===== src/rtl/mem_pkg.sv =====
// Shared definitions for the MAR/MDR memory-interface stage: state encoding
// and default bus widths.
package mem_pkg;

    localparam int DEF_DATA_W = 32;
    localparam int DEF_ADDR_W = 9;

    // Transaction sequencer states, encoding fixed so checkers can decode it.
    typedef enum logic [2:0] {
        IDLE  = 3'd0,
        WRITE = 3'd1,
        READ  = 3'd2,
        WAIT  = 3'd3,
        DONE  = 3'd4
    } state_t;

endpackage


===== src/rtl/mem_reg.sv =====
// Parameterised-width register with load enable and asynchronous active-low
// clear. Used for both MAR and MDR.
module mem_reg
#(
    parameter int W = 32
) (
    input  logic         clk,
    input  logic         clr_n,
    input  logic         load,
    input  logic [W-1:0] d,
    output logic [W-1:0] q
);

    // Hold value unless load is asserted; clear immediately on clr_n.
    always_ff @(posedge clk or negedge clr_n) begin
        if (!clr_n) begin
            q <= '0;
        end else if (load) begin
            q <= d;
        end
    end

endmodule


===== src/rtl/mem_interface.sv =====
// MAR/MDR memory-interface stage sitting in front of the 512x32 ram.
// Latches address/data from the CPU bus, sequences single-cycle ram write
// strobes and multi-cycle read strobes, and captures read data into the MDR.
//
// Handshake with the control unit: rd_req/wr_req are level-sampled only in
// IDLE; the sampling edge starts a transaction, busy is high while the ram is
// being accessed, and done pulses for exactly one cycle when the result (MDR
// for reads, ram contents for writes) is in place. Requests and register loads
// presented while busy or done are ignored.
module mem_interface
    import mem_pkg::*;
#(
    parameter int DATA_W = DEF_DATA_W,
    parameter int ADDR_W = DEF_ADDR_W,
    parameter int RD_LAT = 1
) (
    input  logic              clk,
    input  logic              clr_n,
    input  logic [DATA_W-1:0] bus_in,
    input  logic              mar_in,
    input  logic              mdr_in,
    input  logic              rd_req,
    input  logic              wr_req,
    output logic [DATA_W-1:0] mdr_out,
    output logic              busy,
    output logic              done,
    output logic              ram_read,
    output logic              ram_write,
    output logic [ADDR_W-1:0] ram_addr,
    output logic [DATA_W-1:0] ram_data_in,
    input  logic [DATA_W-1:0] ram_data_out
);

    // Wait counter only needs to hold RD_LAT-1.
    localparam int              CNT_W    = (RD_LAT > 1) ? $clog2(RD_LAT) : 1;
    localparam logic [CNT_W-1:0] CNT_INIT = CNT_W'(RD_LAT - 1);

    state_t             state;
    state_t             state_nx;
    logic [CNT_W-1:0]   cnt;
    logic               in_idle;
    logic               rd_capture;
    logic               mar_load;
    logic               mdr_load;
    logic [ADDR_W-1:0]  mar_q;
    logic [DATA_W-1:0]  mdr_q;
    logic [DATA_W-1:0]  mdr_d;

    // Loads are accepted only in IDLE, so MAR stays frozen for the whole
    // transaction and ram_addr cannot move under an active strobe.
    assign in_idle    = (state == IDLE);
    assign rd_capture = (state == WAIT) && (cnt == '0);
    assign mar_load   = in_idle && mar_in;
    assign mdr_load   = (in_idle && mdr_in) || rd_capture;
    assign mdr_d      = rd_capture ? ram_data_out : bus_in;

    mem_reg #(.W(ADDR_W)) u_mar (
        .clk   (clk),
        .clr_n (clr_n),
        .load  (mar_load),
        .d     (bus_in[ADDR_W-1:0]),
        .q     (mar_q)
    );

    mem_reg #(.W(DATA_W)) u_mdr (
        .clk   (clk),
        .clr_n (clr_n),
        .load  (mdr_load),
        .d     (mdr_d),
        .q     (mdr_q)
    );

    assign ram_addr    = mar_q;
    assign ram_data_in = mdr_q;
    assign mdr_out     = mdr_q;

    // State register; reset aborts any transaction without a done pulse.
    always_ff @(posedge clk or negedge clr_n) begin
        if (!clr_n) begin
            state <= IDLE;
        end else begin
            state <= state_nx;
        end
    end

    // Read-latency counter: armed in READ, counts down through WAIT.
    always_ff @(posedge clk or negedge clr_n) begin
        if (!clr_n) begin
            cnt <= '0;
        end else if (state == READ) begin
            cnt <= CNT_INIT;
        end else if ((state == WAIT) && (cnt != '0)) begin
            cnt <= cnt - CNT_W'(1);
        end
    end

    // Next-state and strobe decode; write wins when both requests arrive.
    always_comb begin
        state_nx  = state;
        busy      = 1'b0;
        done      = 1'b0;
        ram_read  = 1'b0;
        ram_write = 1'b0;
        case (state)
            IDLE: begin
                if (wr_req) begin
                    state_nx = WRITE;
                end else if (rd_req) begin
                    state_nx = READ;
                end
            end
            WRITE: begin
                busy      = 1'b1;
                ram_write = 1'b1;
                state_nx  = DONE;
            end
            READ: begin
                busy     = 1'b1;
                ram_read = 1'b1;
                state_nx = WAIT;
            end
            WAIT: begin
                busy     = 1'b1;
                ram_read = 1'b1;
                if (cnt == '0) begin
                    state_nx = DONE;
                end
            end
            DONE: begin
                done     = 1'b1;
                state_nx = IDLE;
            end
            default: begin
                state_nx = IDLE;
            end
        endcase
    end

endmodule


===== config.mk =====
export PLATFORM = sky130hd
export DESIGN_NAME = mem_interface
export DESIGN_NICKNAME = d
export VERILOG_FILES = /design/src/rtl/mem_pkg.sv /design/src/rtl/mem_reg.sv /design/src/rtl/mem_interface.sv
export SDC_FILE = /design/constraint.sdc
export NUM_CORES = 1
export LEC_CHECK = 0
export ABC_AREA = 1
export CORE_MARGIN = 4
export CORE_UTILIZATION = 36
export CTS_BUF_LIST = sky130_fd_sc_hd__clkbuf_4
export DETAILED_ROUTE_END_ITERATION = 10
export PLACE_DENSITY_LB_ADDON = 0.05
export SLEW_MARGIN = 20
export SYNTH_ARGS = -nofsm -noshare
export SYNTH_HDL_FRONTEND = slang
export SYNTH_SLANG_ARGS = --single-unit

===== constraint.sdc =====
create_clock -name clk -period 1.3 [get_ports clk]
set_input_delay 0.13 -clock clk [delete_from_list [all_inputs] [get_ports clk]]
set_output_delay 0.13 -clock clk [all_outputs]
set_load 0.05 [all_outputs]

==> impl_metrics.toml <==
[power_and_ir_drop]
p_sw_share_pct = 50.5
internal_power_uw = 8550
p_sw_uw = 8730
p_leak_uw = 0.00274
seqPwrFrac_pct = 19.6
pwr-share-clk_pct = 4.0
powerDensity_nw_per_um2 = 3200
vdd_drop_max_v = 0.00245
combPwrFrac_pct = 76.4
total_power_uw = 17300

[clocking]
cts.sinks = 45
htreeDepth = 2
clockRootBuffer = "clkbuf_4"
cts_buffer_depth = 2
cts_tree = "built"
cts_buffers = 5
clk_pin_slew_ns = 0.13
insertion_delay_ns = 0.37

[grt]
grt_max_degree = 26
grt_pass1_vias = 2728
globalRouteTotalUtil_pct = 20.0
grt_util_met2_pct = 36.2
met3_usage_pct = 3.82
met1_usage_pct = 23.3
grt_most_used_layer = "met2"
grt_pass1_wl_um = 13500
grt-ovfl-total = 0
antenna_found_initial = 0

[timing]
hold_violations = 0
max_slew_margin_pct = 64.9
fmax_mhz = 659
setup_ws_ns = -0.218
rsz0062_at_grt = "true"
setup_viol = 36
fin_skew_ns = 0.00770
drv_slew = 0
period_needed_ns = 1.52
post-route-period-util_pct = 117
worst_pin_slew_ns = 0.526

[placed_design]
dp.cells = 576
hpwl_um = 6290
pre_cts_ws_ns = -0.175
routabilityCongestion = 0.768
numPortBuffers = 146

[worst_setup_path]
worst_ep_arrival_time_ns = 1.78
cp_max_fo = 8
crit_required_ns = 1.57
endpoint_kind = "flop"
critical_path_class = "flop to flop"
startpoint_type = "flop"

[synthesis]
ys_ff_latch = 45
syn_area_um2 = 2590
syn_nets = 436
ys_warn_count = 0
ys_seq_area_share_pct = 43.4
netlist_instances = 366
synth.avg_cell_area_um2 = 7.09
ys_types = 14

[outcome]
status = "finished with violations"
failed_checks = "negative setup slack"

[detailed_routing]
wl_per_cell_um = 15.1
drt_first_pass_iters = 4
ant_nets = 0
viasPerCell = 4.63
wl_um = 9050
drc_errors = 0
vias = 2785
drt_iter0_markers = 88

[cells_and_area]
fillers = 469
antenna_cells = 0
final_util_pct = 78.1
layout-drive-gt1-share_pct = 35.8
layout.nets = 574
stdcell_count = 601
layout_common_cells = "82 x buf_12, 69 x nand2_1, 68 x clkdlybuf4s50_1"
layout-area-overhead-vs-synth_pct = 108
layout_commonest_cell = "buf_12"

[flow_run]
max_cap_violations = 0

[floorplanning]
die_width_um = 92.9
fp.dieH_um = 92.9
io_pins = 147
start_util_pct = 37.6
core.rowCount = 30
coreArea_um2 = 6910
dieArea_um2 = 8630

[min_path]
min_path_type = "primary input to async pin"
power by group through the flow:
stage,clock (uW),sequential (uW),combinational (uW)
finish,691,3390,13200
global route,776,3490,13700
CTS,699,3320,12600
detailed placement,0,3270,11500
global placement,0,3250,11300
floorplan,0,4730,4360
per-stage QoR:
step	hold WS (ns)	instance area (um^2)	setup TNS, ns
global placement	0.129	4760	-3.34
CTS	0.267	5180	-3.27
finish	0.257	5390	-5.32
global route	0.308	5390	-7.67
floorplan	-0.166	2600	0
detailed placement	0.130	4760	-4.22
what timing repair did:
item	CTS	global route
cloned	4	0
endpoints found under the setup margin	34	48
hold buffers	1	0
endpoints found under the hold margin	20	0
buffers inserted	8	10
resized for setup	67	45
pin swaps	31	14
area by class of cell:
type	count	area (um^2)	share of cell area, %
flip-flops and latches	45	1130	20.9
clock buffers	6	45.0	0.835
well taps	96	120	2.23
repair inverters	3	56.3	1.04
repair buffers	176	2590	48.1
multi-input cells	203	1150	21.2
inverters	70	294	5.45
clock inverters	2	10.0	0.186
layer usage:
layer	vias to the layer above	wire length, um
li1	1345	-
met1	1335	3440
met2	98	4920
met3	7	614
met4	0	86
met5	-	0
cells in the mapped netlist, drive strengths merged:
library cell / count / area, um^2
dfrtp: 45 / 1130
clkbuf: 3 / 11.3
o21ai: 7 / 35.0
buf: 45 / 313
inv: 70 / 263
nand2: 114 / 435
o211ai: 1 / 7.51
nor2: 9 / 43.8
nand3: 72 / 360
worst max-delay path, stage by stage (launching register included):
cell	delay (ns)
dfrtp_1	0.43
buf_6	0.12
nand2_1	0.08
nor2_4	0.13
nand2_4	0.10
nand2_8	0.11
buf_16	0.20
clkinv_16	0.10
nand2_2	0.07
nand2_1	0.06
path summary, 6_finish.rpt:
path                       depth (start not counted)                      end                   start  slack (ns)
setup / recovery                                   9  u_mdr.q[21]$_DFFE_PN0P_    state[0]$_DFFE_PN0P_       -0.22
hold / removal                                     2  u_mdr.q[12]$_DFFE_PN0P_                   clr_n        0.26
setup reg to reg                                   9  u_mdr.q[21]$_DFFE_PN0P_    state[0]$_DFFE_PN0P_       -0.22
hold reg to reg                                    2   u_mar.q[2]$_DFFE_PN0P_  u_mar.q[2]$_DFFE_PN0P_        0.55
max in group asynchronous                          3     state[2]$_DFFE_PN0P_                   clr_n        0.52
min in group clk                                   3   u_mar.q[6]$_DFFE_PN0P_               bus_in[6]        0.33
registers in the layout, summed over array words and instances, names as in the netlist:
register	flops
state	3
u_mar.q	9
cnt	1
u_mdr.q	32
cells by family (layout without fill, tap and decap cells):
kind of cell | count (synthesis) | count (layout) | synth area share, %
simple gates | 195 | 195 | 32.4
buf+inv | 118 | 257 | 22.6
flops | 45 | 45 | 43.4
compound gates | 8 | 8 | 1.64
Power figures use the tool's default switching activity.
